### src/rtl/riscv_pkg.sv
`default_nettype none
// ============================================================================
//  Module   : riscv_pkg
//  Purpose  : Shared datapath widths, ALU op codes and operand-A source
//             encodings used by the EX operand stage.
//  Revision : 1.0  initial release
// ============================================================================
package riscv_pkg;

   localparam int c_XLEN = 32;
   localparam int c_RAW  = 5;

   typedef enum logic [4:0] {
      ALU_SLL = 5'b00000,
      ALU_SLT = 5'b00001,
      ALU_ADD = 5'b00010,
      ALU_AND = 5'b00011,
      ALU_OR  = 5'b00111,
      ALU_SUB = 5'b01010,
      ALU_SRL = 5'b10000
   } alu_ctrl_t;

   // Encoding 2'b11 is reserved; the stage treats it like SRCA_ZERO.
   typedef enum logic [1:0] {
      SRCA_REG  = 2'b00,
      SRCA_PC   = 2'b01,
      SRCA_ZERO = 2'b10
   } srca_sel_t;

   // True when operand A comes from the register file (and so may be bypassed).
   function automatic logic srca_is_reg(input logic [1:0] sel);
      return sel == SRCA_REG;
   endfunction

endpackage
`default_nettype wire

### src/rtl/ex_operand_stage_fwd_mux.sv
`default_nettype none
// ============================================================================
//  Module   : fwd_mux
//  Purpose  : Bypass select for one operand. Compares a source register
//             index against the EX/MEM and MEM/WB destinations and returns
//             the youngest matching result, else the base value. Register x0
//             is never bypassed.
//  Revision : 1.0  initial release
// ============================================================================
module fwd_mux
   import riscv_pkg::*;
#(
   parameter int XLEN = c_XLEN,
   parameter int RAW  = c_RAW
) (
   input  logic [RAW-1:0]  i_rs,
   input  logic [XLEN-1:0] i_base,
   input  logic            i_exmem_we,
   input  logic [RAW-1:0]  i_exmem_rd,
   input  logic [XLEN-1:0] i_exmem_result,
   input  logic            i_memwb_we,
   input  logic [RAW-1:0]  i_memwb_rd,
   input  logic [XLEN-1:0] i_memwb_result,
   output logic [XLEN-1:0] o_value
);

   logic w_rs_nonzero;
   logic w_exmem_hit;
   logic w_memwb_hit;

   assign w_rs_nonzero = (i_rs != '0);
   assign w_exmem_hit  = w_rs_nonzero & i_exmem_we & (i_exmem_rd == i_rs);
   assign w_memwb_hit  = w_rs_nonzero & i_memwb_we & (i_memwb_rd == i_rs);

   // Youngest producer wins: EX/MEM over MEM/WB over the base value.
   always_comb begin
      o_value = i_base;
      if (w_exmem_hit) begin
         o_value = i_exmem_result;
      end else if (w_memwb_hit) begin
         o_value = i_memwb_result;
      end
   end

endmodule
`default_nettype wire

### src/rtl/ex_operand_stage.sv
`default_nettype none
// ============================================================================
//  Module   : ex_operand_stage
//  Purpose  : ID/EX register stage ahead of the ALU. Resolves SrcA/SrcB from
//             register/PC/zero/immediate sources, holds them with ALUControl
//             and the destination under a valid/ready handshake, with flush.
//  Config   : EX_OPERAND_FWD_EN defined   -> EX/MEM and MEM/WB bypass at
//                                            capture and refresh while held.
//             EX_OPERAND_FWD_EN undefined -> no bypass; RAW dependencies on
//                                            in-flight writers stall InReady.
//  Revision : 1.0  initial release
// ============================================================================
module ex_operand_stage
   import riscv_pkg::*;
#(
   parameter int XLEN = c_XLEN,
   parameter int RAW  = c_RAW
) (
   input  logic            clk,
   input  logic            reset,
   input  logic            InValid,
   output logic            InReady,
   input  logic [XLEN-1:0] RD1,
   input  logic [XLEN-1:0] RD2,
   input  logic [XLEN-1:0] ImmExt,
   input  logic [XLEN-1:0] PC,
   input  logic [RAW-1:0]  Rs1,
   input  logic [RAW-1:0]  Rs2,
   input  logic [RAW-1:0]  Rd,
   input  logic [1:0]      ALUSrcA,
   input  logic            ALUSrcB,
   input  logic [4:0]      ALUControlIn,
   input  logic            RegWriteIn,
   input  logic            Flush,
   input  logic            ExMemRegWrite,
   input  logic            MemWbRegWrite,
   input  logic [RAW-1:0]  ExMemRd,
   input  logic [RAW-1:0]  MemWbRd,
   input  logic [XLEN-1:0] ExMemResult,
   input  logic [XLEN-1:0] MemWbResult,
   output logic            OutValid,
   input  logic            OutReady,
   output logic [XLEN-1:0] SrcA,
   output logic [XLEN-1:0] SrcB,
   output logic [4:0]      ALUControl,
   output logic [RAW-1:0]  RdE,
   output logic            RegWriteE
);

`ifdef EX_OPERAND_FWD_EN
   localparam logic c_FWD_EN = 1'b1;
`else
   localparam logic c_FWD_EN = 1'b0;
`endif

   // Source indices and operand kinds of the held instruction, kept so a
   // stalled entry can pick up results that retire while it waits.
   logic [RAW-1:0]  r_rs1e;
   logic [RAW-1:0]  r_rs2e;
   logic            r_a_is_reg;
   logic            r_b_is_reg;

   logic            w_fire_in;
   logic            w_fire_out;
   logic            w_hold;
   logic            w_refresh;
   logic            w_hazard;
   logic            w_a_is_reg;
   logic            w_b_is_reg;
   logic [RAW-1:0]  w_rs1_sel;
   logic [RAW-1:0]  w_rs2_sel;
   logic [XLEN-1:0] w_base_a;
   logic [XLEN-1:0] w_base_b;
   logic [XLEN-1:0] w_fwd_a;
   logic [XLEN-1:0] w_fwd_b;
   logic [XLEN-1:0] w_cap_a;
   logic [XLEN-1:0] w_cap_b;

   assign w_a_is_reg = srca_is_reg(ALUSrcA);
   assign w_b_is_reg = ~ALUSrcB;

   assign w_fire_in  = InValid & InReady;
   assign w_fire_out = OutValid & OutReady;
   assign w_hold     = OutValid & ~OutReady;
   assign w_refresh  = w_hold & c_FWD_EN;

`ifdef EX_OPERAND_FWD_EN
   assign w_hazard = 1'b0;
`else
   logic w_rs1_dep;
   logic w_rs2_dep;

   assign w_rs1_dep = (Rs1 != '0) &
                      ((ExMemRegWrite & (ExMemRd == Rs1)) |
                       (MemWbRegWrite & (MemWbRd == Rs1)) |
                       (RegWriteE & OutValid & (RdE == Rs1)));
   assign w_rs2_dep = (Rs2 != '0) &
                      ((ExMemRegWrite & (ExMemRd == Rs2)) |
                       (MemWbRegWrite & (MemWbRd == Rs2)) |
                       (RegWriteE & OutValid & (RdE == Rs2)));
   assign w_hazard  = InValid & ((w_a_is_reg & w_rs1_dep) | (w_b_is_reg & w_rs2_dep));
`endif

   assign InReady = (~OutValid | OutReady) & ~w_hazard;

   // Capture and hold never coincide (InReady is low while held), so one
   // bypass mux per operand serves both: it looks at the incoming source
   // while idle and at the stored source while held.
   assign w_rs1_sel = w_refresh ? r_rs1e : Rs1;
   assign w_rs2_sel = w_refresh ? r_rs2e : Rs2;
   assign w_base_a  = w_refresh ? SrcA   : RD1;
   assign w_base_b  = w_refresh ? SrcB   : RD2;

   fwd_mux #(.XLEN(XLEN), .RAW(RAW)) u_fwd_a (
      .i_rs           (w_rs1_sel),
      .i_base         (w_base_a),
      .i_exmem_we     (ExMemRegWrite & c_FWD_EN),
      .i_exmem_rd     (ExMemRd),
      .i_exmem_result (ExMemResult),
      .i_memwb_we     (MemWbRegWrite & c_FWD_EN),
      .i_memwb_rd     (MemWbRd),
      .i_memwb_result (MemWbResult),
      .o_value        (w_fwd_a)
   );

   fwd_mux #(.XLEN(XLEN), .RAW(RAW)) u_fwd_b (
      .i_rs           (w_rs2_sel),
      .i_base         (w_base_b),
      .i_exmem_we     (ExMemRegWrite & c_FWD_EN),
      .i_exmem_rd     (ExMemRd),
      .i_exmem_result (ExMemResult),
      .i_memwb_we     (MemWbRegWrite & c_FWD_EN),
      .i_memwb_rd     (MemWbRd),
      .i_memwb_result (MemWbResult),
      .o_value        (w_fwd_b)
   );

   // Operand source selection for a newly captured instruction.
   always_comb begin
      w_cap_a = '0;
      case (ALUSrcA)
         SRCA_REG: w_cap_a = w_fwd_a;
         SRCA_PC:  w_cap_a = PC;
         default:  w_cap_a = '0;
      endcase
      w_cap_b = ALUSrcB ? ImmExt : w_fwd_b;
   end

   // Stage register: flush beats capture, capture beats drain and refresh.
   always_ff @(posedge clk or posedge reset) begin
      if (reset) begin
         OutValid   <= 1'b0;
         SrcA       <= '0;
         SrcB       <= '0;
         ALUControl <= 5'b00000;
         RdE        <= '0;
         RegWriteE  <= 1'b0;
         r_rs1e     <= '0;
         r_rs2e     <= '0;
         r_a_is_reg <= 1'b0;
         r_b_is_reg <= 1'b0;
      end else if (Flush) begin
         OutValid  <= 1'b0;
         RegWriteE <= 1'b0;
      end else if (w_fire_in) begin
         OutValid   <= 1'b1;
         SrcA       <= w_cap_a;
         SrcB       <= w_cap_b;
         ALUControl <= ALUControlIn;
         RdE        <= Rd;
         RegWriteE  <= RegWriteIn;
         r_rs1e     <= Rs1;
         r_rs2e     <= Rs2;
         r_a_is_reg <= w_a_is_reg;
         r_b_is_reg <= w_b_is_reg;
      end else begin
         if (w_fire_out) begin
            OutValid <= 1'b0;
         end
         if (w_refresh) begin
            if (r_a_is_reg) begin
               SrcA <= w_fwd_a;
            end
            if (r_b_is_reg) begin
               SrcB <= w_fwd_b;
            end
         end
      end
   end

endmodule
`default_nettype wire

### config.mk
export PLATFORM = sky130hd
export DESIGN_NAME = ex_operand_stage
export DESIGN_NICKNAME = d
export VERILOG_FILES = /design/src/rtl/riscv_pkg.sv /design/src/rtl/ex_operand_stage_fwd_mux.sv /design/src/rtl/ex_operand_stage.sv
export SDC_FILE = /design/constraint.sdc
export NUM_CORES = 1
export LEC_CHECK = 0
export CAP_MARGIN = 30
export CORE_ASPECT_RATIO = 0.5
export CORE_MARGIN = 2
export CORE_UTILIZATION = 36
export DETAILED_ROUTE_END_ITERATION = 8
export PLACE_DENSITY = 0.78
export SLEW_MARGIN = 20
export SYNTH_ARGS = -nofsm -noshare
export SYNTH_HDL_FRONTEND = slang
export SYNTH_SLANG_ARGS = --single-unit
### constraint.sdc
create_clock -name clk -period 3.12 [get_ports clk]
set_input_delay 0.312 -clock clk [delete_from_list [all_inputs] [get_ports clk]]
set_output_delay 0.312 -clock clk [all_outputs]
set_load 0.02 [all_outputs]
# After elaboration in Yosys (flattened, before gate mapping)
# Cells that the tools add are included.
[totals]
register_bits = 76
out_inout_bits = 77
in_bits = 233
[classes]
n_eq_ne = 7
reduce_logical = 6
mux = 7
bitwise = 25
[ops]
columns = ["cell", "n"]
rows = [
  ["case mux 32 bit (2 select lines)", 1],
  ["two-way mux 32 bit", 1],
  ["== test 5 bit", 6],
  ["AND 1 bit", 15],
  ["nonzero test 5 bit", 2],
  ["OR 1 bit", 6],
  ["two-way mux 1 bit", 5],
  ["inverter 1 bit", 4],
  ["nonzero test 3 bit", 1],
  ["== test 2 x 1 -> 1 bit, second input constant", 1],
  ["logical NOT 2 bit", 1],
  ["AND reduction 2 bit", 1],
  ["nonzero test 2 bit", 1],
]

# Longest topological paths before layout
# Gate-level depths: netlist (run 1).
[depth]
word_depth = 13
mapped_depth = 8

# Modules after synthesis
# Synthesis (run 1) repeated with hierarchy kept, for this count alone.
[unflattened]
hier_cells = 668
hier_area_um2 = 6321.1
[modules_own_cells]
columns = ["module", "area_per_inst_um2", "cells_each", "n_inst"]
rows = [
  ["ex_operand_stage", 4424.2, 330, 1],
  ["fwd_mux", 948.4, 169, 2],
]

# Worst setup path after synthesis (run 1)
# OpenSTA, ideal clock, no wires.
[synth_timing]
kind = "register to register"
start = "register RdE[0]"
end = "register ALUControl[0]"
arrival_time_ps = 1919
slack_ps = 1076
stages_incl_launch_ff = 9
setup_time_ps = 125
required_ps = 2995
period_less_slack_ps = 2044
path_cell_list = "dfrtp_1 > xnor2_1 > nand4_1 > nor3_1 > o31ai_4 > o2111a_2 > buf_12 > buf_12 > mux2_4"
[synth_between]
elab_chain_cells = 11
elab_cells_between_ends = 16
classes_between = "eq/ne (2); bitwise (13); reduce/logical (1)"
[synth_rtl]
columns = ["item", "line", "rtl"]
rows = [
  ["from (decl)", "ex_operand_stage.sv:46", "output logic [RAW-1:0] RdE,"],
  ["from (signal assigned)", "ex_operand_stage.sv:170", "RdE <= Rd;"],
  ["== test 5 bit, on equally long branches", "ex_operand_stage.sv:96, ex_operand_stage.sv:100", ""],
  ["AND 1 bit, on equally long branches", "ex_operand_stage.sv:96, ex_operand_stage.sv:100", ""],
  ["OR 1 bit, on equally long branches", "ex_operand_stage.sv:95, ex_operand_stage.sv:99", ""],
  ["AND 1 bit, on equally long branches", "ex_operand_stage.sv:93, ex_operand_stage.sv:97", ""],
  ["AND 1 bit", "ex_operand_stage.sv:101", "assign w_hazard = InValid & ((w_a_is_reg & w_rs1_dep) | (w_b_is_reg & w_rs2_dep));"],
  ["OR 1 bit *", "ex_operand_stage.sv:101", ""],
  ["AND 1 bit *", "ex_operand_stage.sv:101", ""],
  ["inverter 1 bit *", "ex_operand_stage.sv:104", "assign InReady = (~OutValid | OutReady) & ~w_hazard;"],
  ["AND 1 bit *", "ex_operand_stage.sv:104", ""],
  ["AND 1 bit *", "ex_operand_stage.sv:82", "assign w_fire_in = InValid & InReady;"],
  ["AND reduction 2 bit (no source line) *", "n/a", ""],
  ["to (signal assigned)", "ex_operand_stage.sv:169", "ALUControl <= ALUControlIn;"],
  ["to (decl)", "ex_operand_stage.sv:45", "output logic [4:0] ALUControl,"],
]
# Every way passes the cells marked *; elsewhere a longest branch is shown, timed or not.
# A chain may end at the register's enable or synchronous reset.

# Worst setup path in the final report (run 1)
[layout_timing]
start = "input Rs1[1]"
end = "output InReady"
[layout_between]
elab_chain_cells = 10
elab_cells_between_ends = 15
classes_between = "eq/ne (3); bitwise (11); reduce/logical (1)"
[layout_rtl]
columns = ["item", "line", "rtl"]
rows = [
  ["from (decl)", "ex_operand_stage.sv:27", "input logic [RAW-1:0] Rs1,"],
  ["== test 5 bit", "n/a", ""],
  ["AND 1 bit, on equally long branches", "ex_operand_stage.sv:94, ex_operand_stage.sv:95", ""],
  ["OR 1 bit", "ex_operand_stage.sv:94", "((ExMemRegWrite & (ExMemRd == Rs1)) |"],
  ["OR 1 bit", "ex_operand_stage.sv:95", "(MemWbRegWrite & (MemWbRd == Rs1)) |"],
  ["AND 1 bit *", "ex_operand_stage.sv:93", "assign w_rs1_dep = (Rs1 != '0) &"],
  ["AND 1 bit *", "ex_operand_stage.sv:101", ""],
  ["OR 1 bit *", "ex_operand_stage.sv:101", ""],
  ["AND 1 bit *", "ex_operand_stage.sv:101", ""],
  ["inverter 1 bit *", "ex_operand_stage.sv:104", ""],
  ["AND 1 bit *", "ex_operand_stage.sv:104", ""],
  ["to (decl)", "ex_operand_stage.sv:22", "output logic InReady,"],
]
# Marks and branches as above.

==> impl_metrics.env, run 1 <==
export IMPL_status="finished, final reports clean"
export IMPL_wirelength_um=12900
export IMPL_drive_gt1_share_pct=23.97
export IMPL_p_per_area_mw_per_mm2=524.5
export IMPL_nets=812
export IMPL_cts_setup_buffers=0
export IMPL_ctsResizeCount=0
export IMPL_synth_ff_type="dfrtp_1"
export IMPL_area_delta_synth_final_pct=67.11
export IMPL_worst_setup_path_type="input port to output port"
export IMPL_wire_per_inst_um=17.22
export IMPL_synth_seq_cells=76
export IMPL_use_met3_pct=3.996
export IMPL_setup_viol_count_final=0
export IMPL_core_area_mm2=0.01191
export IMPL_ys_types=26
export IMPL_first_iter_violations=121
export IMPL_path_max_fanout=4
export IMPL_reg2reg_from="RdE[3]"
export IMPL_routed_via_density=4.666
export IMPL_irDropWorstVdd_uv=269.5
export IMPL_cts_htree_levels=3
export IMPL_fin_hold_ws_ns=0.3759
export IMPL_synth_warnings=0
export IMPL_synthDominantCellAreaShare_pct=42.99
export IMPL_die_area_mm2=0.01325
export IMPL_die_y_um=82.39
export IMPL_cts_hold_buf=0
export IMPL_io_buffer_count=245
export IMPL_synthTopCellsByCount="76 x dfrtp_1, 60 x mux2_4, 46 x mux2_2"
export IMPL_postLayoutSetupSlackWorst_ns=0.1741
export IMPL_grt_pass1_wl_um=19380
export IMPL_crit_arrival_ns=2.63
export IMPL_rows=28
export IMPL_firstDrtPassIters=4
export IMPL_cp_cell_sequence="clkdlybuf4s50_1, or4_1, o21ai_0, o21ai_0, a21boi_0, clkdlybuf4s50_1"
export IMPL_cts_tree="yes"
export IMPL_start_util_pct=37.14
export IMPL_fin_total_pwr_mw=3.878
export IMPL_grt_pass1_vias=3699
export IMPL_synth_most_common_cell="dfrtp_1"
export IMPL_numCtsBuffers=9
export IMPL_antenna_found_initial=0
export IMPL_rsz0062_at_grt="no"
export IMPL_finalCritPeriodShare_pct=94.42
export IMPL_reg2regPathDepth=8
export IMPL_clkLatencyLatePin_ns=0.34
export IMPL_startpoint_type="input port"
export IMPL_skew_ns=0.008932
export IMPL_drc=0
export IMPL_vias=3495
export IMPL_syn_inst=329
export IMPL_post_place_ws_ns=0.1682
export IMPL_grt_max_degree=77
export IMPL_critical_path_top_delay_family="buffers and inverters"
export IMPL_fin_crit_ns=2.946
export IMPL_grtUsageMet2_pct=35.26
export IMPL_cts_clk_slew_worst_paths_ns=0.06
export IMPL_num_antenna_cells=0
export IMPL_boundaryPins=310
export IMPL_ctsRootBufferMaster="clkbuf_16"
export IMPL_setup_tns_ns=0
export IMPL_max_stage_delay_ns=0.65
export IMPL_cp_end_kind="output port"
export IMPL_synthTopCellsByArea="dfrtp_1 43%, mux2_4 20%, mux2_2 12%"
export IMPL_drv_cap=0
export IMPL_syn_nets=562
export IMPL_clock_path_buffers=2
export IMPL_finalMaxSlewViolations=0
export IMPL_overflow=0
export IMPL_synth_async_reset_ratio_pct=100.0
export IMPL_cp_data_required_time_ns=2.81
export IMPL_die_x_um=160.8
export IMPL_path_buf_inv=2
export IMPL_place_congestion=0.8108
export IMPL_drt_antenna_violating_nets=0
export IMPL_p_leak_nw=3.189
export IMPL_maxSlewHeadroom_pct=64.25
export IMPL_syn_cell_area_mm2=0.004424
export IMPL_synth_edff_count=0
export IMPL_cts_sinks=76
export IMPL_ys_seq_area_share_pct=42.99
export IMPL_grt_use_met1_pct=22.62
export IMPL_fmax_ghz=0.3395
export IMPL_r2r_end="SrcA[16]"
export IMPL_avgSynthCellArea_um2=13.45
export IMPL_synth_area_leader_cell="dfrtp_1"
export IMPL_r2r_slack_ns=0.88
export IMPL_hold_path_class="input port to asynchronous set/reset pin"
export IMPL_worstMarginPinSlew_ns=0.5362
export IMPL_place_hpwl_um=9929
export IMPL_slowest_stage="clkdlybuf4s50_1"
export IMPL_hold_viol=0
export IMPL_grt_use_total_pct=19.02
export IMPL_grt_busiest_layer="met2"
[cells by family (layout without fill, tap and decap cells)]
group,count (synthesis),count (layout),synth area share (%)
buffers and inverters,22,277,4.525
AO/OA/AOI/OAI,8,8,1.556
XOR/XNOR,30,30,5.939
AND/OR/NAND/NOR,54,54,5.458
flip-flops,76,76,42.99
multiplexers,139,139,39.54
[area by class of cell]
| type | count | area [um^2] |
|---|---|---|
| multi-input cells | 231 | 2322 |
| well taps | 165 | 206.4 |
| fillers | 976 | 4518 |
| flip-flops and latches | 76 | 1902 |
| inverters | 2 | 7.507 |
| clock buffers | 9 | 225.2 |
| clock inverters | 7 | 115.1 |
| repair buffers | 259 | 2615 |
[how the worst max path moves through the flow]
stage / startpoint / slack [ns] / depth (start not counted) / end
final: Rs1[1] / 0.17 / 6 / InReady
after global routing: Rs2[3] / 0.05 / 8 / InReady
after CTS: Rs1[1] / 0.17 / 6 / InReady
after detailed placement: Rs1[0] / 0.17 / 8 / InReady
after global placement: Rs1[0] / 0.19 / 8 / InReady
after floorplan: reset / 0.87 / 1 / ALUControl[0]
[through the flow]
step | utilization [%] | cell area (um^2) | std cells
3_3_place_gp | 59.21 | 7053 | 733
3_5_place_dp | 59.21 | 7053 | 733
4_1_cts | 62.07 | 7393 | 749
2_1_floorplan | - | 4424 | 329
5_1_grt | 62.07 | 7393 | 749
6_report | 62.07 | 7393 | 749
[metal layers]
metal	vias to the layer above	share of wire, %
met5	-	0
met4	0	2.0
met3	22	3.6
met2	73	54
met1	1741	41
li1	1659	-
[flip-flops by register name, indices dropped and copies added (netlist names)]
name        count
RdE             5
SrcB           32
RegWriteE       1
SrcA           32
ALUControl      5
OutValid        1
[power breakdown]
part           switching (mW)  internal (mW)  total (mW)
clock                   0.427          0.779        1.21
sequential              0.114           1.17        1.28
combinational           0.561          0.830        1.39
[placed cells by master (no fill, tap or decap), types with 5 or more instances in the layout]
master / count
buf_12: 5
buf_4: 9
clkbuf_16: 9
clkdlybuf4s50_1: 244
dfrtp_1: 76
mux2_2: 46
mux2_4: 60
mux2i_1: 33
nor2_1: 34
xnor2_1: 12
xor2_1: 18
[worst register-to-register path, stage by stage (launching register included)]
cell      delay (ns)
dfrtp_1         0.44
xnor2_1         0.15
nand4_1         0.10
nor3_1          0.06
nor3_1          0.32
o2111a_2        0.29
buf_12          0.20
buf_4           0.22
mux2_2          0.34
Note: power is estimated with default switching activity, not from simulation.
==> run 2: changes to the inputs <==
--- a/config.mk
+++ b/config.mk
@@ -12,2 +12,3 @@
 export DETAILED_ROUTE_END_ITERATION = 8
+export HOLD_SLACK_MARGIN = 0.03
 export PLACE_DENSITY = 0.78
==> constraint.sdc (replaced) <==
create_clock -name clk -period 3.12 [get_ports clk]
set_input_delay 0.624 -clock clk [delete_from_list [all_inputs] [get_ports clk]]
set_output_delay 0.624 -clock clk [all_outputs]
set_load 0.02 [all_outputs]
==> run 2 against run 1 <==
  * Utilization is 0.29 points higher
  * Sequential share of layout area is 0.12 points lower
  * Count of clock-buffer cells in the layout is 1 higher
  * Via count is 0.34% higher
  * Sequential power hardly changed
  * Worst setup slack worse by 0.057 ns
  * Cell area is 0.47% higher
  * Register-to-register slack hardly changed
  * Critical endpoint unchanged
==> impl_metrics.env, run 2 (synthesis gave the netlist of run 1 again) <==
export IMPL_status="finished, final reports clean"
export IMPL_max_stage_delay_ns=0.55
export IMPL_reg2reg_from="RdE[3]"
export IMPL_core_area_mm2=0.01191
export IMPL_num_antenna_cells=0
export IMPL_irDropWorstVdd_uv=239.2
export IMPL_worst_setup_path_type="input port to output port"
export IMPL_place_hpwl_um=10340
export IMPL_fin_crit_ns=3.003
export IMPL_drv_cap=0
export IMPL_reg2regPathDepth=9
export IMPL_cts_setup_buffers=0
export IMPL_firstDrtPassIters=4
export IMPL_fin_total_pwr_mw=3.696
export IMPL_die_area_mm2=0.01325
export IMPL_wirelength_um=13270
export IMPL_overflow=0
export IMPL_hp_start="SrcA[6]"
export IMPL_p_leak_nw=3.229
export IMPL_finalMaxSlewViolations=0
export IMPL_drt_antenna_violating_nets=0
export IMPL_startpoint_type="input port"
export IMPL_fin_hold_ws_ns=0.5058
export IMPL_cts_sinks=76
export IMPL_hold_depth=1
export IMPL_setup_viol_count_final=0
export IMPL_antenna_found_initial=0
export IMPL_final_common_cell="clkdlybuf4s50_1"
export IMPL_worstMarginPinSlew_ns=0.5459
export IMPL_place_congestion=0.8041
export IMPL_mostFrequentLayoutCells="243 x clkdlybuf4s50_1, 76 x dfrtp_1, 60 x mux2_4"
export IMPL_area_delta_synth_final_pct=67.90
export IMPL_cp_cell_sequence="clkdlybuf4s50_1, xor2_1, nor4_1, and3_1, o31ai_4, o21ai_0, a21boi_1, buf_2"
export IMPL_cts_tree="yes"
export IMPL_fmax_ghz=0.3330
export IMPL_vias=3507
export IMPL_start_util_pct=37.14
export IMPL_hold_path_class="register to register"
export IMPL_die_x_um=160.8
export IMPL_numCtsBuffers=9
export IMPL_final_core_util_pct=62.36
export IMPL_n_fill_cell=1013
export IMPL_finalCritPeriodShare_pct=96.25
export IMPL_cts_clk_slew_worst_paths_ns=0.06
export IMPL_die_y_um=82.39
export IMPL_first_iter_violations=130
export IMPL_p_per_area_mw_per_mm2=497.5
export IMPL_ctsRootBufferMaster="clkbuf_16"
export IMPL_cp_data_required_time_ns=2.50
export IMPL_crit_arrival_ns=2.38
export IMPL_io_buffer_count=245
export IMPL_skew_ns=0.005971
export IMPL_grt_use_total_pct=19.74
export IMPL_drive_gt1_share_pct=25.50
export IMPL_clkLatencyLatePin_ns=0.32
export IMPL_reg_largest_list="SrcA (32), SrcB (32)"
export IMPL_drc=0
export IMPL_clock_path_buffers=2
export IMPL_boundaryPins=310
export IMPL_rows=28
export IMPL_cts_htree_levels=3
export IMPL_hold_viol=0
export IMPL_cp_end_kind="output port"
export IMPL_nets=825
export IMPL_critPathLaunch="Rs2[4]"
export IMPL_rsz0062_at_grt="no"
export IMPL_grt_max_degree=77
export IMPL_grt_pass1_wl_um=20220
export IMPL_instances_no_fill=761
export IMPL_grt_pass1_vias=3844
export IMPL_slowest_stage="clkdlybuf4s50_1"
export IMPL_maxSlewHeadroom_pct=63.61
export IMPL_path_max_fanout=3
export IMPL_dp_cells=746
export IMPL_wire_per_inst_um=17.44
export IMPL_routed_via_density=4.608
run 2: worst max-delay path, delay by kind of cell:
| family | cells | cell delay (ns) |
|---|---|---|
| compound gates | 3 | 0.54 |
| buf+inv | 2 | 0.74 |
| simple gates | 2 | 0.27 |
| xor+xnor | 1 | 0.20 |
run 2: worst paths after layout:
| check | end | slack (ns) |
|---|---|---|
| worst max register to register | SrcB[15] | 0.89 |
| min in group asynchronous | SrcA[9] | 0.69 |
| worst min register to register | SrcA[6] | 0.51 |
| max in group asynchronous | SrcA[30] | 2.08 |
| worst max-delay path | InReady | 0.12 |
| worst min-delay path | SrcA[6] | 0.51 |
run 2: stage by stage:
step           TNS (ns)  instance area, um^2  worst slack (ns)
3_5_place_dp    -0.3563                 7151           -0.3563
5_1_grt               0                 7428           0.02199
6_report              0                 7428            0.1170
2_1_floorplan         0                 4424            0.5177
3_3_place_gp    -0.3538                 7151           -0.3538
4_1_cts               0                 7428           0.07556
run 2: metal layers:
| metal | up-vias | part of all wire (%) | GRT usage (%) |
|---|---|---|---|
| met4 | 0 | 1.6 | 5.446 |
| met2 | 65 | 55 | 38.45 |
| met1 | 1736 | 40 | 22.70 |
| met5 | - | 0 | 0 |
| li1 | 1692 | - | - |
| met3 | 14 | 2.9 | 3.896 |
run 2: what timing repair did:
item,CTS,global route
endpoints found under the setup margin,1,1
hold buffers,0,0
gates resized for setup,6,1
run 2: cell type report:
cell class | instances | area, um^2 | share of cell area (%)
repair buffers | 272 | 2708 | 36.45
multi-input cells | 231 | 2322 | 31.26
flip-flops and latches | 76 | 1902 | 25.60
clock buffers | 10 | 229.0 | 3.082
well taps | 165 | 206.4 | 2.779
clock inverters | 5 | 53.80 | 0.7243
inverters | 2 | 7.507 | 0.1011
run 2: power by group:
part,internal (mW),leakage (nW),switching (mW)
Combinational,0.839,2.15,0.570
Clock,0.612,0.142,0.392
Sequential,1.17,0.934,0.114
